### src/rtl/wrr_lock_arb.sv
// Weighted round-robin lock arbiter: one owner holds the grant until it releases it.
// Define WRR_TIMEOUT_EN to add a watchdog that revokes a grant held for TO_CYC cycles.
module wrr_lock_arb #(
    parameter int N      = 4,
    parameter int WW     = 3,
    parameter int TO_CYC = 255
) (
    input  logic                  clk,
    input  logic                  rstn,
    input  logic [N-1:0]          req,
    input  logic [N-1:0]          done,
    input  logic [N*WW-1:0]       weight,
    output logic [N-1:0]          gnt,
    output logic                  gnt_vld,
    output logic [$clog2(N)-1:0]  gnt_id,
    output logic                  timeout
);

    localparam int IW = $clog2(N);

    typedef enum logic {IDLE, BUSY} state_t;

    state_t          state, state_nx;
    logic [N-1:0]    gnt_nx;
    logic [IW-1:0]   id_nx;
    logic [IW-1:0]   ptr, ptr_nx;
    logic [IW-1:0]   sel;
    logic [WW-1:0]   run, run_nx;
    logic [WW-1:0]   w_sel, eff_w, run_cand;
    logic            release_ev;

    // (base + ofs) mod N without a divider; ofs never exceeds N-1
    function automatic logic [IW-1:0] add_mod(input logic [IW-1:0] base, input int ofs);
        logic [IW:0] s;
        s = {1'b0, base} + (IW+1)'(ofs);
        if (s >= (IW+1)'(N))
            s = s - (IW+1)'(N);
        return s[IW-1:0];
    endfunction

    // Rotating priority search: the lowest offset from ptr with req set wins
    always_comb begin
        sel = ptr;
        for (int k = N - 1; k >= 0; k--) begin
            if (req[add_mod(ptr, k)])
                sel = add_mod(ptr, k);
        end
    end

    assign w_sel      = weight[sel*WW +: WW];
    assign eff_w      = (w_sel == '0) ? WW'(1) : w_sel;
    assign run_cand   = (sel == ptr) ? run + 1'b1 : WW'(1);
    assign release_ev = done[gnt_id] | ~req[gnt_id];
    assign gnt_vld    = |gnt;

`ifdef WRR_TIMEOUT_EN
    logic [15:0] wd_cnt, wd_nx;
    logic        timeout_nx;
    logic        expire;

    assign expire = (wd_cnt == 16'(TO_CYC - 1));
`else
    logic unused_to;
    assign unused_to = ^16'(TO_CYC);
    assign timeout   = 1'b0;
`endif

    always_comb begin
        state_nx = state;
        gnt_nx   = gnt;
        id_nx    = gnt_id;
        ptr_nx   = ptr;
        run_nx   = run;
`ifdef WRR_TIMEOUT_EN
        wd_nx      = wd_cnt;
        timeout_nx = 1'b0;
`endif
        case (state)
            IDLE: begin
                if (|req) begin
                    state_nx = BUSY;
                    gnt_nx   = N'(1) << sel;
                    id_nx    = sel;
                    // Stay on the winner until its consecutive-grant budget is used up
                    if (run_cand >= eff_w) begin
                        ptr_nx = add_mod(sel, 1);
                        run_nx = '0;
                    end else begin
                        ptr_nx = sel;
                        run_nx = run_cand;
                    end
`ifdef WRR_TIMEOUT_EN
                    wd_nx = '0;
`endif
                end
            end
            BUSY: begin
                if (release_ev) begin
                    state_nx = IDLE;
                    gnt_nx   = '0;
                end
`ifdef WRR_TIMEOUT_EN
                else if (expire) begin
                    state_nx   = IDLE;
                    gnt_nx     = '0;
                    timeout_nx = 1'b1;
                    ptr_nx     = add_mod(gnt_id, 1);
                    run_nx     = '0;
                end else begin
                    wd_nx = wd_cnt + 16'd1;
                end
`endif
            end
            default: begin
                state_nx = IDLE;
                gnt_nx   = '0;
            end
        endcase
    end

    always_ff @(posedge clk or negedge rstn) begin
        if (!rstn) begin
            state  <= IDLE;
            gnt    <= '0;
            gnt_id <= '0;
            ptr    <= '0;
            run    <= '0;
`ifdef WRR_TIMEOUT_EN
            wd_cnt  <= '0;
            timeout <= 1'b0;
`endif
        end else begin
            state  <= state_nx;
            gnt    <= gnt_nx;
            gnt_id <= id_nx;
            ptr    <= ptr_nx;
            run    <= run_nx;
`ifdef WRR_TIMEOUT_EN
            wd_cnt  <= wd_nx;
            timeout <= timeout_nx;
`endif
        end
    end

endmodule

### config.mk
export PLATFORM = sky130hd
export DESIGN_NAME = wrr_lock_arb
export DESIGN_NICKNAME = d
export VERILOG_FILES = /design/src/rtl/wrr_lock_arb.sv
export SDC_FILE = /design/constraint.sdc
export NUM_CORES = 1
export LEC_CHECK = 0
export ABC_AREA = 1
export CAP_MARGIN = 15
export CORE_ASPECT_RATIO = 1.5
export CORE_MARGIN = 8
export CORE_UTILIZATION = 33
export CTS_CLUSTER_DIAMETER = 120
export DETAILED_ROUTE_END_ITERATION = 12
export PLACE_DENSITY_LB_ADDON = 0.1
export SLEW_MARGIN = 15
export SYNTH_ARGS = -nofsm -noshare
export SYNTH_HDL_FRONTEND = slang
export SYNTH_SLANG_ARGS = --single-unit
### constraint.sdc
create_clock -name clk -period 2.2 [get_ports clk]
set_input_delay 0.44 -clock clk [delete_from_list [all_inputs] [get_ports clk]]
set_output_delay 0.44 -clock clk [all_outputs]
set_load 0.02 [all_outputs]
# Word-level counts from Yosys, hierarchy flattened
# Cells that the tools add are included.
# Widths: inputs -> output; s select.
dict set report word_totals {
  ff_bits 12
  inputBits 22
}
dict set report op_classes {
  n_addsub 10
  n_mul 1
  order_cmp 11
  n_eq_ne 3
  shifts 2
  muxes 31
  bitwise_logic 3
  n_reduce_logical 5
}
# cell count
set op_table {}
lappend op_table {{$mux 2} 10}
lappend op_table {{$lt 2x3->1 const B} 5}
lappend op_table {{$bmux 1 s2} 6}
lappend op_table {{$ge 3x3->1 const B} 4}
lappend op_table {{$shiftx 12x5->3} 1}
lappend op_table {{$sub 2x1->2 const B} 5}
lappend op_table {{$mux 3} 3}
lappend op_table {{$mux 1} 8}
lappend op_table {{$mux 4} 2}
lappend op_table {{$pmux 4 s2} 1}
lappend op_table {{$reduce_or 4->1} 2}
lappend op_table {{$add 2x1->3 const B} 2}
lappend op_table {{$add 2x2->3 const B} 2}
lappend op_table {{$mul 2x2->4 const B} 1}
lappend op_table {{$reduce_and 2->1} 2}
lappend op_table {{$shl 1x2->4 const A} 1}
lappend op_table {{$add 3x1->3 const B} 1}
lappend op_table {{$ge 2x3->1 const B} 1}
lappend op_table {{$ge 3x3->1} 1}
lappend op_table {{$logic_not 3->1} 1}
lappend op_table {{$eq 2x2->1} 1}
lappend op_table {{$ne 2x1->1 const B} 1}
lappend op_table {{$ne 2x2->1 const B} 1}
lappend op_table {{$not 1->1} 2}
lappend op_table {{2 further kinds} 2}

# Depth between registers and ports, before layout
# Gate-level depths: netlist (run 1).
dict set report logic_depth {
  ltp_word 15
  mapped_depth 23
}

# Least setup slack after synthesis (run 1)
# OpenSTA, ideal clock, no wires.
dict set report synth_timing {
  path_type {register -> register}
  from {reg ptr[0]}
  to {reg ptr[0]}
  arrival_time_ns 2.297
  required_ns 2.113
  slack_ns -0.184
  stages_incl_launch_ff 20
  path_buffers 1
  period_less_slack_ns 2.384
  path_cell_list {dfrtp_1 -> buf_6 -> inv_6 -> nand2_1 -> nand3_1 -> inv_1 -> nor2_1 -> o21ai_1 -> nand2_2 -> nand2_4 -> inv_2 -> nand2_4 -> nand2_1 -> nor2_1 -> ha_1 -> a21oi_1 -> o211ai_1 -> nor2_1 -> a21oi_1 -> a22oi_1}
}
dict set report synth_between {
  elab_chain_len 15
  word_cells_on_any_way 39
}
# element line
set synth_lines {}
lappend synth_lines {{from (decl)} 26} ;# logic [IW-1:0] ptr, ptr_nx;
lappend synth_lines {{from (signal assigned)} 136} ;# ptr <= ptr_nx;
lappend synth_lines {{$add 2x2->3} 35} ;# s = {1'b0, base} + (IW+1)'(ofs);
lappend synth_lines {{$ge 3x3->1 or $sub 2x1->2 (tied branches)} {36, 37}}
lappend synth_lines {{$mux 2} 36} ;# if (s >= (IW+1)'(N))
lappend synth_lines {{$bmux 1 s2} 45} ;# if (req[add_mod(ptr, k)])
lappend synth_lines {{$mux 1 (not written as such)} 45}
lappend synth_lines {{$mux 2 (3 in a row)} 45}
lappend synth_lines {{$mux 2 (*)} 45}
lappend synth_lines {{net sel[1]} 27} ;# logic [IW-1:0] sel;
lappend synth_lines {{$mul 2x2->4} 50} ;# assign w_sel = weight[sel*WW +: WW];
lappend synth_lines {{$shiftx 12x5->3} 50}
lappend synth_lines {{$logic_not 3->1} 51} ;# assign eff_w = (w_sel == '0) ? WW'(1) : w_sel;
lappend synth_lines {{$mux 3} 51}
lappend synth_lines {{$ge 3x3->1} 85} ;# if (run_cand >= eff_w) begin
lappend synth_lines {{$mux 2 (*)} 85}
# The timed path passes the listed nets; every way through them passes the cells marked *. The select of a mux whose other input is x is not followed.
# A chain may end at the register's enable or synchronous reset.

# Worst setup path in the final report (run 1)
dict set report layout_timing {
  from {reg ptr[1]}
  to {reg ptr[0]}
}
# The elaborated chain is that of the path after synthesis.

==> results of run 1 <==
[final cells by class]
cell class / instances / area, um^2 / share of cell area
multi-input cells: 131 / 1010 / 0.490
repair buffers: 60 / 534 / 0.260
flip-flops and latches: 12 / 302 / 0.147
inverters: 19 / 108 / 0.0523
clock buffers: 4 / 55.1 / 0.0268
well taps: 40 / 50.0 / 0.0243
[through the flow]
stage | hold WS, ns | instances | cell area [um^2] | setup WS, ns
5_1_grt | 0.513 | 266 | 2060 | -0.660
4_1_cts | 0.491 | 260 | 1770 | -0.427
2_1_floorplan | 0.144 | 164 | 1130 | -0.125
6_report | 0.490 | 266 | 2060 | -0.503
3_3_place_gp | 0.470 | 253 | 1630 | -0.804
3_5_place_dp | 0.479 | 253 | 1630 | -0.856
[sequential cells by signal, summed over array words and instances (netlist names)]
name / flops
gnt: 4
gnt_id: 2
ptr: 2
run: 3
state: 1
[how the worst max path moves through the flow]
stage,cells after the start,end,slack [ns]
after global routing,21,ptr[0],-0.66
final,21,ptr[0],-0.50
after CTS,20,run[1],-0.43
after detailed placement,22,ptr[0],-0.86
after global placement,22,ptr[0],-0.80
after floorplan,19,ptr[0],-0.12
[what timing repair did]
item,CTS,global route
endpoints found under the setup margin,5,5
buffers inserted,3,6
pin swaps,18,24
gates resized for setup,20,60
endpoints found under the hold margin,0,0
[routing by layer]
| metal | wire length (um) | part of all wire | global-route usage |
|---|---|---|---|
| met4 | 99 | 0.027 | 0.0646 |
| met5 | 0 | 0 | 0 |
| met2 | 2160 | 0.59 | 0.237 |
| met3 | 70 | 0.019 | 0.0181 |
| met1 | 1330 | 0.36 | 0.119 |
[synth_stat cells, types with 2 or more instances]
master,n
a21oi_1,3
dfrtp_1,12
ha_1,8
inv_1,15
inv_2,3
nand2_1,58
nand2_2,8
nand2_4,4
nand3_1,21
nand3_2,2
nand4_1,3
nor2_1,9
o21ai_0,6
[logic make-up after synthesis]
logic type	count (synthesis)	share of synthesized area
AND/OR/NAND/NOR	108	0.467
buffers and inverters	21	0.0873
AO/OA/AOI/OAI	13	0.0666
flip-flops	12	0.276
adder cells (fa/ha/maj)	8	0.0919
XOR/XNOR	1	0.00804
other	1	0.00344
[critical path: stages, from the launching register on]
cell and delay, ns:
dfrtp_2 0.46, inv_4 0.14, nand2_1 0.11, nand2_4 0.10, nand2_1 0.06, nand2_2 0.06, nand2_2 0.06, nand2_4 0.08
nand3_4 0.13, nand2_8 0.14, nand2_2 0.07, nand3_2 0.06, nand2_2 0.08, nand2_1 0.07, nand2_1 0.06, ha_1 0.27
nand3_1 0.08, o211ai_1 0.09, buf_4 0.17, nor2_4 0.12, a21oi_1 0.06, a22oi_1 0.16
==> flow_summary.yaml, run 1 <==
drt:
  vias: 1306
  drt_wl_total_um: 3660
  wl_per_cell_um: 13.7
  ant_nets: 0
  firstDrtPassIters: 4
  drc: 0
  drt-initial-drc-count: 53
  viasPerCell: 4.91
timing:
  finalHoldViolations: 0
  rsz0062_at_grt: "true"
  fin_setup_tns_ns: -2.23
  slew_headroom: 0.647
  setup_violations: 5
  fmax_mhz: 370
  finalWorstSetupSlack_ns: -0.503
  tightestPinTransition_ns: 0.528
  slew_violations: 0
  finalClockSkew_ns: 0.00351
  min_period_over_period: 1.23
  min_period_ns: 2.70
setup_path:
  reg2reg_to: "ptr[0]"
  cp_data_arrival_time_ns: 2.86
  cp-end-kind: "register"
  crit_type: "register to register"
  r2r_setup_slack_ns: -0.50
  regToRegStartpoint: "ptr[1]"
  worst_r2r_path_depth: 21
  critPathLaunch: "ptr[1]"
  cp.required_ns: 2.36
  cp-start-kind: "register"
  crit_fanout: 8
worst_hold_path:
  hold_end: "gnt[1]"
  hold_path_class: "register to register"
  whs_path_depth: 2
  hp-start: "gnt[1]"
global_routing:
  grt_pass1_vias: 1353
  gr-total-overflow: 0
  antenna_found_initial: 0
  grt_use_total: 0.122
  grt_first_pass_wirelength_um: 5630
  grt_max_degree: 13
clock_tree:
  cts_buffers: 3
  cts_root_buf: "clkbuf_8"
  cts_tree: "done"
  cts.path.max_buffers: 2
  clock_latency_ns: 0.24
  clock_sinks: 12
  htreeDepth: 1
  clk_pin_slew_worst_paths_ns: 0.05
  cts_hold_buffers: 0
die:
  start_util: 0.345
  coreArea_um2: 3160
  row_count: 25
  io_pins: 30
  die_w_um: 62.9
  die_h_um: 86.4
  fp.dieArea_um2: 5440
synth:
  synthTopCellsByArea: "dfrtp_1 28%, nand2_1 20%, nand3_1 9.6%, ha_1 9.2%, inv_1 5.2%"
  synthesis.area_um2: 1090
  ys_warn_count: 0
  synth_edf_count: 0
  yosysSeqAreaShare: 0.276
  synth_top_area_cell: "dfrtp_1"
  synth.net_count: 194
  synthDistinctLibCells: 25
  synth_ff_type: "dfrtp_1"
  netlist_instances: 164
  async_flop_share: 1.00
  synth-seq-cells: 12
  netlist.area_leader.share: 0.276
  synth_area_per_cell_um2: 6.65
placed_design:
  place.gp.congestion: 0.908
  numPortBuffers: 28
  dp_hpwl_um: 2580
layout:
  syn2layout_area_growth_pct: 88.6
  fillCellCount: 273
  drive_gt1_frac: 0.447
  diodes: 0
  final_cell_mix: "34 x nand2_1, 30 x buf_4, 24 x clkdlybuf4s50_1"
  num-nets-final: 257
  final_common_cell: "nand2_1"
  fin_util: 0.651
run_status:
  status: "finished with violations"
  violations: "setup timing"
flow_run:
  drv_cap: 0
Power of run 1 is left out: the tool's default activity adds up to more than one toggle a clock period on the data nets, which glitch-free logic cannot reach.
==> run 2, diff against run 1 <==
--- a/config.mk
+++ b/config.mk
@@ -13,7 +13,7 @@
 export CTS_CLUSTER_DIAMETER = 120
 export DETAILED_ROUTE_END_ITERATION = 12
 export PLACE_DENSITY_LB_ADDON = 0.1
-export SLEW_MARGIN = 15
+export SLEW_MARGIN = 20
 export SYNTH_ARGS = -nofsm -noshare
 export SYNTH_HDL_FRONTEND = slang
 export SYNTH_SLANG_ARGS = --single-unit
==> results of run 2 <==
The final DEF is identical to that of run 1; final timing and power are the same.
Power of run 2 is left out for the same reason.
==> run 3, diff against run 2 <==
--- a/config.mk
+++ b/config.mk
@@ -12,6 +12,7 @@
 export CORE_UTILIZATION = 33
 export CTS_CLUSTER_DIAMETER = 120
 export DETAILED_ROUTE_END_ITERATION = 12
+export HOLD_SLACK_MARGIN = 0.02
 export PLACE_DENSITY_LB_ADDON = 0.1
 export SLEW_MARGIN = 20
 export SYNTH_ARGS = -nofsm -noshare
==> results of run 3 <==
The final DEF is identical to that of run 1; final timing and power are the same.
Power of run 3 is left out for the same reason.
